## src/rtl/rtc_field_pkg.sv

```systemverilog
// Shared definitions for the RTC field bank: field indices, PS/2 key codes,
// controller states and per-field BCD limits.
package rtc_field_pkg;

  localparam logic [3:0] F_HO     = 4'd0;
  localparam logic [3:0] F_MIN    = 4'd1;
  localparam logic [3:0] F_SEG    = 4'd2;
  localparam logic [3:0] F_MES    = 4'd3;
  localparam logic [3:0] F_DIA    = 4'd4;
  localparam logic [3:0] F_ANO    = 4'd5;
  localparam logic [3:0] F_HO_TI  = 4'd6;
  localparam logic [3:0] F_MIN_TI = 4'd7;
  localparam logic [3:0] F_SEG_TI = 4'd8;

  localparam logic [7:0] KEY_UP = 8'h75;
  localparam logic [7:0] KEY_DN = 8'h72;
  localparam logic [7:0] KEY_R  = 8'h74;
  localparam logic [7:0] KEY_L  = 8'h6b;

  typedef enum logic [1:0] {
    CAPTURE,
    EDIT,
    FLUSH
  } state_e;

  function automatic logic [7:0] field_min(input logic [3:0] idx);
    logic [7:0] v;
    case (idx)
      F_MES, F_DIA: v = 8'h01;
      default:      v = 8'h00;
    endcase
    return v;
  endfunction

  // Indices beyond the nine named fields behave as plain 00..99 counters.
  function automatic logic [7:0] field_max(input logic [3:0] idx);
    logic [7:0] v;
    case (idx)
      F_HO, F_HO_TI:                   v = 8'h23;
      F_MIN, F_SEG, F_MIN_TI, F_SEG_TI: v = 8'h59;
      F_MES:                           v = 8'h12;
      F_DIA:                           v = 8'h31;
      default:                         v = 8'h99;
    endcase
    return v;
  endfunction

endpackage

```

## src/rtl/rtc_field_bank_bcd_step.sv

```systemverilog
// Two-digit BCD increment/decrement with wrap between min and max.
// Values outside the limits (or with a non-decimal digit) snap to min.
module bcd_step #(
  parameter int unsigned FW = 8
) (
  input  logic [FW-1:0] value_i,
  input  logic [FW-1:0] min_i,
  input  logic [FW-1:0] max_i,
  input  logic          up_i,
  input  logic          down_i,
  output logic [FW-1:0] next_o
);

  logic [3:0]    tens;
  logic [3:0]    units;
  logic          in_lim;
  logic [FW-1:0] inc_v;
  logic [FW-1:0] dec_v;

  assign tens   = value_i[7:4];
  assign units  = value_i[3:0];
  assign in_lim = (tens <= 4'd9) && (units <= 4'd9) &&
                  (value_i >= min_i) && (value_i <= max_i);

  always_comb begin
    inc_v = value_i;
    dec_v = value_i;
    if (units == 4'd9) begin
      inc_v[3:0] = 4'd0;
      inc_v[7:4] = tens + 4'd1;
    end else begin
      inc_v[3:0] = units + 4'd1;
    end
    if (units == 4'd0) begin
      dec_v[3:0] = 4'd9;
      dec_v[7:4] = tens - 4'd1;
    end else begin
      dec_v[3:0] = units - 4'd1;
    end
  end

  always_comb begin
    next_o = value_i;
    if (up_i) begin
      next_o = (!in_lim || (value_i == max_i)) ? min_i : inc_v;
    end else if (down_i) begin
      if (!in_lim)               next_o = min_i;
      else if (value_i == min_i) next_o = max_i;
      else                       next_o = dec_v;
    end
  end

endmodule

```

## src/rtl/rtc_field_bank.sv

```systemverilog
// RTC display field bank: captures read-back fields, edits them from PS/2
// keys, and writes only the modified fields back over a valid/ready port.
module rtc_field_bank
  import rtc_field_pkg::*;
#(
  parameter int unsigned NUM_FIELDS = 9,
  parameter int unsigned FW         = 8
) (
  input  logic                     clk,
  input  logic                     reset_n,
  input  logic                     escribiendo,
  input  logic                     en_out,
  input  logic [3:0]               direccion,
  input  logic [FW-1:0]            rd_data,
  input  logic                     key_valid,
  input  logic [7:0]               key_code,
  input  logic                     wr_ready,
  output logic                     wr_valid,
  output logic [3:0]               wr_addr,
  output logic [FW-1:0]            wr_data,
  output logic [NUM_FIELDS*FW-1:0] fields,
  output logic [3:0]               cursor,
  output logic                     editing,
  output logic                     busy
);

  localparam logic [4:0] NF   = 5'(NUM_FIELDS);
  localparam logic [3:0] LAST = 4'(NUM_FIELDS - 1);

  state_e                  state_q, state_d;
  logic [FW-1:0]           fields_q [NUM_FIELDS];
  logic [FW-1:0]           fields_d [NUM_FIELDS];
  logic [NUM_FIELDS-1:0]   dirty_q, dirty_d;
  logic [3:0]              cursor_q, cursor_d;
  logic                    esc_q;
  logic [FW-1:0]           step_next;
  logic [3:0]              low_idx;

  bcd_step #(.FW(FW)) u_step (
    .value_i (fields_q[cursor_q]),
    .min_i   (FW'(field_min(cursor_q))),
    .max_i   (FW'(field_max(cursor_q))),
    .up_i    (key_code == KEY_UP),
    .down_i  (key_code == KEY_DN),
    .next_o  (step_next)
  );

  // Scan from the top so the last hit is the lowest dirty index.
  always_comb begin
    low_idx = '0;
    for (int unsigned i = 0; i < NUM_FIELDS; i++) begin
      if (dirty_q[NUM_FIELDS-1-i]) low_idx = 4'(NUM_FIELDS - 1 - i);
    end
  end

  always_comb begin
    for (int unsigned i = 0; i < NUM_FIELDS; i++) begin
      fields[i*FW +: FW] = fields_q[i];
    end
  end

  assign wr_valid = (state_q == FLUSH) && (|dirty_q);
  assign wr_addr  = low_idx;
  assign wr_data  = fields_q[low_idx];
  assign cursor   = cursor_q;
  assign editing  = (state_q == EDIT);
  assign busy     = (state_q == FLUSH);

  always_comb begin
    state_d  = state_q;
    cursor_d = cursor_q;
    dirty_d  = dirty_q;
    fields_d = fields_q;
    case (state_q)
      CAPTURE: begin
        if (en_out && ({1'b0, direccion} < NF)) fields_d[direccion] = rd_data;
        if (escribiendo && !esc_q) begin
          state_d  = EDIT;
          cursor_d = '0;
          dirty_d  = '0;
        end
      end
      EDIT: begin
        if (key_valid) begin
          case (key_code)
            KEY_UP, KEY_DN: begin
              fields_d[cursor_q] = step_next;
              dirty_d[cursor_q]  = 1'b1;
            end
            KEY_R:   cursor_d = (cursor_q == LAST) ? '0 : cursor_q + 4'd1;
            KEY_L:   cursor_d = (cursor_q == '0) ? LAST : cursor_q - 4'd1;
            default: ;
          endcase
        end
        // A key on the falling edge of escribiendo still counts toward dirty.
        if (!escribiendo) state_d = (|dirty_d) ? FLUSH : CAPTURE;
      end
      FLUSH: begin
        if (wr_valid && wr_ready) dirty_d[low_idx] = 1'b0;
        if (dirty_d == '0) begin
          if (escribiendo) begin
            state_d  = EDIT;
            cursor_d = '0;
          end else begin
            state_d = CAPTURE;
          end
        end
      end
      default: state_d = CAPTURE;
    endcase
  end

  always_ff @(posedge clk or negedge reset_n) begin
    if (!reset_n) begin
      state_q  <= CAPTURE;
      cursor_q <= '0;
      dirty_q  <= '0;
      esc_q    <= 1'b0;
      for (int unsigned i = 0; i < NUM_FIELDS; i++) begin
        fields_q[i] <= FW'(field_min(4'(i)));
      end
    end else begin
      state_q  <= state_d;
      cursor_q <= cursor_d;
      dirty_q  <= dirty_d;
      esc_q    <= escribiendo;
      fields_q <= fields_d;
    end
  end

endmodule

```

## config.mk

```make
export PLATFORM = sky130hd
export DESIGN_NAME = rtc_field_bank
export DESIGN_NICKNAME = d
export VERILOG_FILES = /design/src/rtl/rtc_field_pkg.sv /design/src/rtl/rtc_field_bank_bcd_step.sv /design/src/rtl/rtc_field_bank.sv
export SDC_FILE = /design/constraint.sdc
export NUM_CORES = 1
export LEC_CHECK = 0
export ABC_AREA = 1
export CAP_MARGIN = 10
export CELL_PAD_IN_SITES_DETAIL_PLACEMENT = 2
export CELL_PAD_IN_SITES_GLOBAL_PLACEMENT = 2
export CORE_MARGIN = 10
export CORE_UTILIZATION = 28
export CTS_BUF_LIST = sky130_fd_sc_hd__clkbuf_8
export DETAILED_ROUTE_END_ITERATION = 10
export PLACE_DENSITY = 0.76
export SKIP_CTS_REPAIR_TIMING = 1
export SLEW_MARGIN = 0
export SYNTH_ARGS = -nofsm -noshare
export SYNTH_HDL_FRONTEND = slang
export SYNTH_SLANG_ARGS = --single-unit
```

## constraint.sdc

```tcl
create_clock -name clk -period 2.95 [get_ports clk]
set_input_delay 0.885 -clock clk [delete_from_list [all_inputs] [get_ports clk]]
set_output_delay 0.885 -clock clk [all_outputs]
set_load 0.02 [all_outputs]
```

# Yosys cells after proc, flatten, opt, wreduce, memory -nomap -nowiden
# Memory sizes are Yosys's and may differ from the RTL's.
# Cells that the tools add are included.
# word_totals
ram_bits	0
rom_bits	112
latchBits	0
out_inout_bits	91
reg_bits	88
memories	1
# memory_table
memory	words	word_bits	rd	rd_ports_with_merged_regs	write_ports	line_no	source
(no name shown)	16	7	1	0	0	rtc_field_pkg.sv:38	case (idx)
# classes
bitwise_logic	6
n_reduce_logical	28
order_cmp	14
n_addsub	6
n_div	0
n_mul	0
shift	0
n_eq_ne	20
mux	60
# op_table
operator	count
72-bit two-way mux	3
72-bit bitwise mux	2
72-bit one-hot mux with 2 select lines	1
8-bit two-way mux	11
4-bit two-way mux	19
8-bit binary-select mux with 4-bit select	2
8-bit demux with 4-bit select	2
9-bit two-way mux	6
8-bit by 7-bit == test with 1-bit output (second input constant)	4
9-bit one-hot mux with 3 select lines	1
9-bit OR reduction	2
5-bit >= comparator (second input constant)	3
4-bit NOT with 5-bit output	3
4-bit by 1-bit adder with 4-bit output (second input constant)	3
4-bit one-hot mux with 3 select lines	1
4-bit by 1-bit subtractor with 4-bit output (second input constant)	3
1-bit logical AND	11
4-bit by 5-bit < comparator with 1-bit output (second input constant)	2
5-bit by 1-bit < comparator with 1-bit output (second input constant)	2
2-bit != test (second input constant)	5
9-bit AND	1
9-bit logical NOT	1
9-bit NOT	1
9-bit bitwise OR	1
30 further kinds	44

# Logic depth before layout (Yosys ltp)
# Gate-level depths: netlist of run 1.
# depth
depth_word	20
mapped_depth	25
mapped_depth_nobuf	24

# Modules after synthesis
# A second synthesis of run 1 with hierarchy kept.
# unflattened
cells_unflattened	1089
hier_area_um2	7592.3
# by_module_without_submodules
module	area_per_inst_um2	seq_area_each_um2	n_inst	cells_each
rtc_field_bank	6266.0	2204.6	1	851
bcd_step	1326.3	0.0	1	238

# Least setup slack after synthesis of run 1
# Ideal clock, no wire load.
# synth_path
path_type	flip-flop to output port
from	register dirty_q[6]
to	output wr_data[5]
t_required_ns	2.065
path_slack_ns	-0.170
path_stages_with_launch	12
arrival_ns	2.235
n_path_buf	1
path_cell_list	dfrtp_1 inv_1 a21oi_1 o21ai_0 nand2_1 a21oi_1 inv_1 nand2_1 clkbuf_1 nor2_1 o31ai_1 o211ai_1
# synth_via
elab_chain_cells	11
# synth_rtl
element	line_no	source
from (decl)	rtc_field_bank.sv:33	logic [NUM_FIELDS-1:0] dirty_q, dirty_d;
from (signal assigned)	rtc_field_bank.sv:125	dirty_q <= dirty_d;
4-bit two-way mux (7 in a row)	rtc_field_bank.sv:52	if (dirty_q[NUM_FIELDS-1-i]) low_idx = 4'(NUM_FIELDS - 1 - i);
via wr_addr[0]	rtc_field_bank.sv:19	output logic [3:0] wr_addr,
4-bit NOT with 5-bit output (not written as such)	rtc_field_bank.sv:64	assign wr_data = fields_q[low_idx];
8-bit binary-select mux with 4-bit select	rtc_field_bank.sv:64	
8-bit two-way mux (not written as such) (2 in a row)	rtc_field_bank.sv:64	
to (decl)	rtc_field_bank.sv:20	output logic [FW-1:0] wr_data,
# The timed path passes the listed nets, and every way through them passes these cells. The select of a mux whose other input is x is not followed.

# Worst setup path in the final report of run 1
# layout_path
from	register cursor_q[0] (netlist: cursor[0])
to	register fields_q (netlist bit fields[70])
# layout_via
elab_chain_cells	16
elab_cells_between_ends	40
classes_between	add/sub (2); order compare (6); eq/ne (5); mux (17); bitwise (1); reduce/logical (8); memory (1)
# layout_rtl
element	line_no	source
from (decl)	rtc_field_bank.sv:34	logic [3:0] cursor_q, cursor_d;
from (signal assigned)	rtc_field_bank.sv:124	cursor_q <= cursor_d;
branches (longest 12 deep; another with 8-bit by 1-bit >= comparator with 1-bit output)	--	
72-bit bitwise mux (*)	rtc_field_bank.sv:87	fields_d[cursor_q] = step_next;
72-bit two-way mux (*)	rtc_field_bank.sv:85	case (key_code)
72-bit two-way mux (*)	rtc_field_bank.sv:84	if (key_valid) begin
72-bit one-hot mux with 2 select lines (*)	rtc_field_bank.sv:74	case (state_q)
to (signal, indexed assignment)	rtc_field_bank.sv:120	fields_q[i] <= FW'(field_min(4'(i)));
to (signal assigned)	rtc_field_bank.sv:127	fields_q <= fields_d;
to (decl)	rtc_field_bank.sv:31	logic [FW-1:0] fields_q [NUM_FIELDS];
# Mark *: on every way between the ends. The select of a mux whose other input is x is not followed.
# A chain may end at the register's enable or synchronous reset.

==> results of run 1 <==
==> cells by family (layout without fill, tap and decap cells) <==
logic type,count (synthesis),count (layout),share of synthesized area (%)
AOI/OAI and AO/OA,294,294,23.0
xor gates and xnor gates,3,3,0.341
adders and majority gates,23,23,3.74
buffers and inverters,232,616,12.6
DFF,88,88,28.6
and+or+nand+nor,540,543,31.7
==> cell type report <==
type	instances	area (sq um)	area share, %
Clock inverter	5	38.8	0.293
Clock buffer	11	151	1.14
Inverter	197	759	5.74
Tap cell	341	427	3.22
Multi-Input combinational cell	863	5820	43.9
Timing Repair Buffer	403	3830	29.0
Sequential cell	88	2210	16.7
==> metrics by stage <==
stage                     setup slack [ns]  hold WS [ns]  power, mW
final                               -0.824         0.461       17.7
after global routing                -0.845         0.487       18.2
after CTS                           -0.948         0.485       13.7
after detailed placement            -0.568         0.579       12.7
after global placement              -0.305         0.537       12.1
after floorplan                    0.00185         0.507       6.90
==> cells in the final DEF (no fill, tap or decap), types with 13 or more instances in the layout <==
master,instances
inv_2,18
a21oi_1,100
inv_1,175
buf_4,238
nand3_4,26
nor2_1,78
a21boi_1,14
nand3_1,57
nand2_2,38
o21ai_1,13
buf_12,26
nor2_4,14
a21boi_2,22
o21ai_0,36
dfrtp_1,82
o22ai_1,20
a21oi_2,38
nand2_4,26
nand3_2,40
nand2_1,212
clkdlybuf4s50_1,102
buf_6,16
nor3_1,16
==> sequential cells by signal, indices dropped and copies added, names as in the netlist <==
name     flops
dirty_q      9
fields      72
state_q      2
esc_q        1
cursor       4
==> report_power, final <==
group,switching [mW],internal [mW],leakage [nW]
registers,0.585,1.72,0.990
logic,8.79,5.66,5.35
clock network,0.605,0.357,0.0842
total,9.98,7.74,6.43
==> path summary, 6_finish.rpt <==
path,cells after the start,endpoint,start
worst min register to register,2,state_q[0],state_q[0]
min in group clk,2,state_q[0],state_q[0]
worst max register to register,20,fields[70],cursor[0]
max in group asynchronous,2,fields[32],reset_n
worst max-delay path,20,fields[70],cursor[0]
worst min-delay path,1,fields[10],reset_n
==> cells in the mapped netlist (2+ instances only) <==
master	instances
buf_2	7
nand3_2	8
nand2_2	6
a21oi_1	140
dfstp_2	2
o21ai_4	4
a31oi_1	5
nand2_1	271
o31ai_1	16
o22ai_1	21
ha_1	23
buf_4	9
o21ai_0	48
nand3_1	110
nor2_2	6
dfrtp_1	86
inv_2	6
nand4_1	8
o21ai_1	3
buf_6	8
o211ai_1	11
a21boi_1	36
nor4_1	5
nor3_1	18
nor2_4	6
nand3_4	3
nor2_1	92
xor2_1	3
o21ai_2	5
clkbuf_1	11
nor3_2	2
inv_1	191
==> critical path: stages (launching register included) <==
cell and delay [ns]:
dfrtp_2 0.55, inv_8 0.19, nand3_2 0.13, inv_2 0.14
buf_12 0.15, nand2_1 0.10, nand3_2 0.14, inv_4 0.08
buf_6 0.12, ha_4 0.27, nand4_1 0.21, nor2_4 0.20
nand2_4 0.09, nand3_4 0.15, nand3_4 0.13, nor2_4 0.29
nand2_2 0.08, nand2_2 0.09, buf_12 0.17, nand3_2 0.10
a21boi_1 0.25
==> per-layer routing <==
layer | track usage (%) | vias to the layer above
li1 | - | 4652
met1 | 33.7 | 5898
met2 | 45.7 | 817
met3 | 3.88 | 253
met4 | 10.2 | 2
met5 | 0 | -
==> out/results.ini, run 1 <==
[global_route]
grtUsageTotal_pct = 26.9
antenna_found_initial = 1
grt_pass1_wl_mm = 70.7
grt_pass1_vias = 11500
overflow = 0
grt_max_degree = 37

[floorplan]
dieHeight_microns = 186
num_io_pins = 117
rows = 60
die_area_sq_um = 34500
core_area_sq_um = 27000
fp.dieW_microns = 186
initial_core_util_pct = 28.5

[logic_synthesis]
synth_top_cell_by_area = dfrtp_1
synthArstFlopShare_pct = 100
synth_top_area_share_pct = 28.0
synthCells = 1180
synth_edf_count = 0
synth_area_sq_um = 7700
ys_types = 42
synth_top_flop_cell = dfrtp_1
synth.net_count = 1229
ys_seq_area_share_pct = 28.6
avgSynthCellArea_sq_um = 6.52
synth.area.top_cells = dfrtp_1, nand2_1, inv_1, a21oi_1, nand3_1
ys_warn_count = 0
ys_ff_latch = 88

[sta]
fmax_mhz = 265
hold_violations = 0
timing.setup.tns_ns = -56.55
rsz0062_at_grt = true
slew_headroom_pct = 40.7
setup_ws_ns = -0.824
post-route-period-util_pct = 128
setup_viol_count_final = 89
max_slew.worst_pin.slew_ns = 0.890
drv_slew = 0
layout_min_cycle_time_ns = 3.77
skew_ns = 0.0246

[status]
failed_checks = negative setup slack
outcome = finished with violations

[drt]
dr.pass1.iters = 5
drtAntennaViolNets = 0
routed_wirelength_mm = 63.2
vias = 11600
drtIter0Drc = 1505
met2_length_mm = 30.1
wl_met1_mm = 24.3
route.met3.wl_mm = 5.51
wl_per_cell_microns = 33.1
drc = 0
routed.top_layer = met5
routed_via_density = 6.09

[clocking]
clk_pin_slew_ns = 0.13
cts_buffers = 9
cts_tree = built
clk_latency_ns = 0.43
cts.path.max_buffers = 2
h-tree-depth = 3
cts-root-buf = clkbuf_8
clock-sinks = 88

[layout]
nets = 1611
drive_gt1_share_pct = 38.3
final_util_pct = 49.0
area_growth_pct = 72.0
fin_cells = 1908
nFillCells = 2980
final_cell_area_sq_um = 13200
antennaDiodeCount = 0

[setup_path]
cp_max_fo = 9
cp.required_ns = 3.27
setup.worst_path.class = reg2reg
cp-end-kind = flop
arrival_ns = 4.10
rrSetupSlack_ns = -0.82
cp-start-kind = flop

[placement]
dpl.cell_count = 1856
io_buffer_count = 116
place_area_sq_um = 11200
dp_hpwl_mm = 37.3
gp_congestion = 0.978

[power_and_ir_drop]
power_leakage_nw = 6.43
powerDensity_nw_per_um2 = 1340
irDropWorstVdd_mv = 0.490

[run]
maxCapViolations = 0

[worst_hold_path]
min_path_type = in2async

(Power assumes the default switching activity.)
==> run 2: changes to the inputs <==
- MAX_ROUTING_LAYER: default -> met4
- TNS_END_PERCENT: default -> 50
==> run 2 against run 1 <==
The run still ends with negative setup slack left. Worst hold slack got worse by 0.058 ns. Cell area is 1.7% lower. Final cell count fell by 0.21%. Sequential power is essentially flat. Die area stayed put. Flip-flop and latch count stayed put. Register-to-register slack got worse by 0.05 ns. Critical endpoint is now fields[55]. Largest cell class unchanged. Largest power group unchanged.
==> out/results.ini, run 2 (same netlist as run 1, synthesis figures left out) <==
[status]
outcome = finished with violations  ; unchanged
failed_checks = negative setup slack  ; unchanged

[clocking]
clk_latency_ns = 0.44  ; was 0.43 ns
cts_tree = built  ; unchanged
clk_pin_slew_ns = 0.14  ; was 0.13 ns
cts.path.max_buffers = 2  ; unchanged
clock-sinks = 88  ; unchanged
h-tree-depth = 3  ; unchanged
cts-root-buf = clkbuf_8  ; unchanged
cts_buffers = 9  ; unchanged

[placement]
dpl.cell_count = 1852  ; was 1856
gp_congestion = 0.960  ; was 0.978
dp_hpwl_mm = 35.8  ; was 37.3 mm
io_buffer_count = 116  ; unchanged
place_area_sq_um = 11200  ; about the same

[power_and_ir_drop]
p_total_mw = 17.4  ; was 17.7 mW
irDropWorstVdd_mv = 0.463  ; was 0.490 mV
power_leakage_nw = 6.36  ; was 6.43 nW
powerDensity_nw_per_um2 = 1330  ; was 1340 nW/um^2

[drt]
vias = 11500  ; was 11600
drtIter0Drc = 1165  ; was 1505
wl_per_cell_microns = 32.4  ; was 33.1 microns
drtAntennaViolNets = 0  ; unchanged
dr.pass1.iters = 5  ; unchanged
routed_via_density = 6.05  ; was 6.09
routed_wirelength_mm = 61.8  ; was 63.2 mm
drc = 0  ; unchanged

[global_route]
overflow = 0  ; unchanged
grtUsageTotal_pct = 27.1  ; was 26.9%
grt_max_degree = 62  ; was 37
grt_pass1_wl_mm = 69.6  ; was 70.7 mm
antenna_found_initial = 1  ; unchanged
grt_pass1_vias = 11100  ; was 11500

[layout]
area_growth_pct = 69.1  ; was 72.0%
nets = 1606  ; was 1611
final_common_cell = buf_4  ; unchanged
regArea_sq_um = 2210  ; about the same
multi_input_area_sq_um = 5620  ; was 5820 sq um
final_cell_area_sq_um = 13000  ; was 13200 sq um
largest_reg_flops = 72  ; unchanged
final_util_pct = 48.1  ; was 49.0%
fin_cells = 1904  ; was 1908
layout_common_cells = buf_4, nand2_1, inv_1  ; unchanged
drive_gt1_share_pct = 36.9  ; was 38.3%
nFillCells = 3060  ; was 2980

[setup_path]
cp-start-kind = flop  ; unchanged
crit_buf_inv = 5  ; was 6
timing.rr.end = fields[55]  ; was fields[70]
cp.required_ns = 3.29  ; was 3.27 ns
cp-end-kind = flop  ; unchanged
crit_slowest_cell = dfrtp_2  ; unchanged
worstReg2RegStart = cursor[0]  ; unchanged
rrSetupSlack_ns = -0.88  ; was -0.82 ns
setup.worst_path.class = reg2reg  ; unchanged
slowest_delay_ns = 0.54  ; was 0.55 ns
cp_common_cell = nand2_2  ; was nand3_2
crit_chain = buf_12 > buf_12 > a21oi_2 > o21ai_1 > nand3_1 > nand3_2 > inv_4 > ha_4 > inv_2 > a21oi_4 > nand4_1 > nand2_1 > nand2_2 > nand2_2 > nand2_2 > nand2_4 > nand3_4 > nor2_4 > nand3_2 > nand2_4 > clkbuf_16 > nand3_1 > a21oi_1  ; was inv_8 > nand3_2 > inv_2 > buf_12 > nand2_1 > nand3_2 > inv_4 > buf_6 > ha_4 > nand4_1 > nor2_4 > nand2_4 > nand3_4 > nand3_4 > nor2_4 > nand2_2 > nand2_2 > buf_12 > nand3_2 > a21boi_1
reg2regPathDepth = 23  ; was 20
cp_max_fo = 6  ; was 9
arrival_ns = 4.17  ; was 4.10 ns
path_delay_family = simple AND/OR/NAND/NOR gates  ; unchanged

[sta]
slew_headroom_pct = 42.3  ; was 40.7%
setup_viol_count_final = 87  ; was 89
rsz0062_at_grt = true  ; unchanged
post-route-period-util_pct = 130  ; was 128%
skew_ns = 0.0366  ; was 0.0246 ns
drv_slew = 0  ; unchanged
setup_ws_ns = -0.877  ; was -0.824 ns
layout_min_cycle_time_ns = 3.83  ; was 3.77 ns
fmax_mhz = 261  ; was 265 MHz
hold_violations = 0  ; unchanged
max_slew.worst_pin.slew_ns = 0.865  ; was 0.890 ns

[run]
maxCapViolations = 0  ; unchanged

[floorplan]
die_area_sq_um = 34500  ; unchanged
dieHeight_microns = 186  ; unchanged
num_io_pins = 117  ; unchanged
initial_core_util_pct = 28.5  ; unchanged
core_area_sq_um = 27000  ; unchanged
rows = 60  ; unchanged
fp.dieW_microns = 186  ; unchanged

[worst_hold_path]
min_path_type = in2async  ; unchanged

## run 2: cell types whose count changed in the layout (fill, tap and decap cells not counted), moves of 5 or more
cell,change
o31ai_1,-8
nand2_1,+8
o21ai_1,-5
buf_6,-5
ha_4,-5
nand3_2,-13
nor2_1,-10
nand3_1,+20
nand3_4,-7
nor2_2,+6
buf_4,+5
nand2_4,-7
o31ai_2,+7
## run 2: per-layer routing
layer	vias up	part of all wire (%)	global-route usage (%)
li1	4642	-	-
met1	5902	39	35.0
met2	733	47	44.5
met3	243	7.8	2.71
met4	0	5.7	6.71
met5	-	0	-
## run 2: through the flow
stage / setup WS [ns] / setup TNS [ns] / hold WS, ns
floorplan: 0.00185 / 0 / 0.507
global placement: -0.417 / -27.43 / 0.542
detailed placement: -0.642 / -40.71 / 0.608
CTS: -0.929 / -48.30 / 0.433
global route: -1.00 / -68.00 / 0.420
finish: -0.877 / -58.45 / 0.403
## run 2: cell type report
cell class	count	area share [%]
multi-input combinational	863	43.2
timing repair buffer	398	29.1
sequential	88	17.0
inverter	197	5.82
tap	341	3.28
clock buffer	11	1.16
clock inverter	5	0.481
antenna	1	0.0192
## run 2: power breakdown
part           total (mW)  switching (mW)  internal (mW)  leakage [nW]
clock                1.07           0.621          0.444         0.102
sequential           2.30           0.583           1.72         0.993
combinational        14.0            8.49           5.49          5.26
## run 2: worst max-delay path by stage
stage | end | slack, ns | startpoint | depth (start not counted)
2_1_floorplan | wr_data[6] | 0.002 | dirty_q[4] | 9
3_3_place_gp | fields[53] | -0.42 | cursor[2] | 19
3_5_place_dp | fields[2] | -0.64 | cursor[2] | 23
4_1_cts | wr_data[5] | -0.93 | dirty_q[4] | 9
5_1_grt | fields[5] | -1.00 | cursor[0] | 23
6_report | fields[55] | -0.88 | cursor[0] | 23
==> run 3: changes to the inputs <==
==> constraint.sdc (replaced) <==
create_clock -name clk -period 2.95 [get_ports clk]
set_input_delay 0.885 -clock clk [delete_from_list [all_inputs] [get_ports clk]]
set_output_delay 0.885 -clock clk [all_outputs]
set_load 0.005 [all_outputs]
==> run 3 against run 2 <==
The run still ends with negative setup slack left. Register-to-register slack hardly changed. Global-route usage hardly changed. Sequential share of layout area is 0.34 points lower. Clock-buffer cell count is 2 lower. Largest power group unchanged. Cell area is 2.2% higher. Critical path depth is 1 lower.
==> out/results.ini, run 3 (same netlist as run 1, synthesis figures left out) <==
[global_route]
grt_pass1_vias = 11200  ; was 11100
antenna_found_initial = 0  ; was 1
grtUsageTotal_pct = 27.1  ; about the same
grt_max_degree = 36  ; was 62
grt_pass1_wl_mm = 69.4  ; was 69.6 mm
overflow = 0  ; unchanged

[drt]
dr.pass1.iters = 6  ; was 5
wl_per_cell_microns = 33.7  ; was 32.4 microns
drtIter0Drc = 1217  ; was 1165
drc = 0  ; unchanged
routed_wirelength_mm = 64.4  ; was 61.8 mm
drtAntennaViolNets = 0  ; unchanged
routed_via_density = 6.09  ; was 6.05
vias = 11600  ; was 11500

[sta]
rsz0062_at_grt = true  ; unchanged
hold_ws_ns = 0.464  ; was 0.403 ns
setup_viol_count_final = 87  ; unchanged
drv_slew = 0  ; unchanged
slew_headroom_pct = 37.4  ; was 42.3%
layout_min_cycle_time_ns = 3.83  ; about the same
max_slew.worst_pin.slew_ns = 0.939  ; was 0.865 ns
fmax_mhz = 261  ; about the same
post-route-period-util_pct = 130  ; about the same
hold_violations = 0  ; unchanged
setup_ws_ns = -0.882  ; was -0.877 ns
skew_ns = 0.0246  ; was 0.0366 ns

[setup_path]
cp.required_ns = 3.29  ; about the same
cp-start-kind = flop  ; unchanged
worstReg2RegStart = cursor[0]  ; unchanged
crit_slowest_cell = dfrtp_2  ; unchanged
reg2regPathDepth = 22  ; was 23
crit_chain = clkinv_4 > buf_12 > nand2_1 > nand3_1 > nand2_1 > nand2_1 > nand3_4 > ha_4 > a21oi_2 > nand4_1 > nand2_1 > nand2_2 > nand2_2 > nand2_2 > nand2_4 > nand3_4 > nor2_4 > nand3_2 > nand2_4 > clkbuf_16 > nand3_1 > a21oi_1  ; was buf_12 > buf_12 > a21oi_2 > o21ai_1 > nand3_1 > nand3_2 > inv_4 > ha_4 > inv_2 > a21oi_4 > nand4_1 > nand2_1 > nand2_2 > nand2_2 > nand2_2 > nand2_4 > nand3_4 > nor2_4 > nand3_2 > nand2_4 > clkbuf_16 > nand3_1 > a21oi_1
arrival_ns = 4.18  ; was 4.17 ns
rrSetupSlack_ns = -0.88  ; about the same
cp_max_fo = 6  ; unchanged
setup.worst_path.class = reg2reg  ; unchanged
timing.rr.end = fields[39]  ; was fields[55]
slowest_delay_ns = 0.51  ; was 0.54 ns
cp-end-kind = flop  ; unchanged
cp_common_cell = nand2_1  ; was nand2_2

[run]
maxCapViolations = 0  ; unchanged

[layout]
layout_common_cells = buf_4, nand2_1, inv_1  ; unchanged
regArea_sq_um = 2210  ; about the same
antennaDiodeCount = 0  ; was 1
drive_gt1_share_pct = 38.7  ; was 36.9%
largest_reg_flops = 72  ; unchanged
nets = 1613  ; was 1606
multi_input_area_sq_um = 5790  ; was 5620 sq um
final_common_cell = buf_4  ; unchanged
nFillCells = 3028  ; was 3060
fin_cells = 1910  ; was 1904
final_cell_area_sq_um = 13300  ; was 13000 sq um
area_growth_pct = 72.8  ; was 69.1%

[clocking]
h-tree-depth = 3  ; unchanged
cts_tree = built  ; unchanged
cts.path.max_buffers = 2  ; unchanged
cts_buffers = 9  ; unchanged
clock-sinks = 88  ; unchanged
clk_latency_ns = 0.43  ; was 0.44 ns
cts-root-buf = clkbuf_8  ; unchanged
clk_pin_slew_ns = 0.13  ; was 0.14 ns

[floorplan]
die_area_sq_um = 34500  ; unchanged
initial_core_util_pct = 28.5  ; unchanged
dieHeight_microns = 186  ; unchanged
core_area_sq_um = 27000  ; unchanged
rows = 60  ; unchanged
fp.dieW_microns = 186  ; unchanged
num_io_pins = 117  ; unchanged

[status]
failed_checks = negative setup slack  ; unchanged
outcome = finished with violations  ; unchanged

[placement]
gp_congestion = 0.937  ; was 0.960
io_buffer_count = 116  ; unchanged
place_worst_setup_slack_ns = -0.559  ; was -0.642 ns
place_area_sq_um = 11200  ; about the same
dpl.cell_count = 1849  ; was 1852
dp_hpwl_mm = 36.4  ; was 35.8 mm

[power_and_ir_drop]
powerDensity_nw_per_um2 = 1280  ; was 1330 nW/um^2
power_leakage_nw = 6.40  ; was 6.36 nW
irDropWorstVdd_mv = 0.414  ; was 0.463 mV

[worst_hold_path]
min_path_type = in2async  ; unchanged

## run 3: cell count changes in the layout (fill, tap and decap cells not counted), moves of 5 or more
| cell | previous run | this run |
|---|---|---|
| a21oi_2 | 38 | 32 |
| a21oi_1 | 100 | 105 |
| nand3_2 | 27 | 35 |
| nor2_1 | 68 | 63 |
| nand3_1 | 77 | 65 |
| o22ai_2 | 0 | 6 |
| buf_2 | 2 | 7 |
| o22ai_1 | 21 | 15 |
## run 3: layout make-up
type | instances | area share (%)
well taps | 341 | 3.21
repair buffers | 406 | 29.2
flip-flops and latches | 88 | 16.6
clock buffers | 9 | 0.931
inverters | 197 | 5.77
multi-input cells | 862 | 43.6
clock inverters | 7 | 0.753
## run 3: how the worst max path moves through the flow
| stage | from | end | slack (ns) | cells after the start |
|---|---|---|---|---|
| final | cursor[0] | fields[39] | -0.88 | 22 |
| after global placement | dirty_q[6] | wr_data[2] | -0.39 | 13 |
| after global routing | cursor[0] | fields[39] | -0.92 | 22 |
| after detailed placement | cursor[0] | fields[58] | -0.56 | 23 |
| after CTS | dirty_q[6] | wr_data[5] | -0.93 | 13 |
| after floorplan | cursor[0] | fields[71] | 0.002 | 15 |
## run 3: worst max-delay path, delay by kind of cell (launching register included)
family          cells  cell delay [ns]
compound gates      2             0.35
flops               1             0.51
buf+inv             3             0.50
simple gates       16             2.08
fa+ha+maj           1             0.28
## run 3: through the flow
stage / setup TNS, ns / utilization, % / power [mW]
CTS: -45.03 / 42.3 / 13.0
finish: -60.01 / 49.2 / 17.0
global route: -64.16 / 49.2 / 17.5
floorplan: 0 / - / 6.26
global placement: -19.99 / 41.4 / 11.3
detailed placement: -38.56 / 41.4 / 11.8
## run 3: power breakdown
| part | switching, mW | total [mW] | internal (mW) |
|---|---|---|---|
| Combinational | 7.97 | 13.5 | 5.56 |
| Clock | 0.618 | 1.11 | 0.488 |
| Sequential | 0.612 | 2.33 | 1.72 |
| Total | 9.20 | 17.0 | 7.77 |
## run 3: layer usage
| metal | track usage [%] | vias up | wire (microns) |
|---|---|---|---|
| met5 | - | - | 0 |
| met4 | 7.51 | 0 | 4390 |
| met3 | 3.74 | 320 | 4550 |
| met2 | 44.6 | 731 | 30900 |
| met1 | 34.0 | 5924 | 24600 |
| li1 | - | 4651 | - |
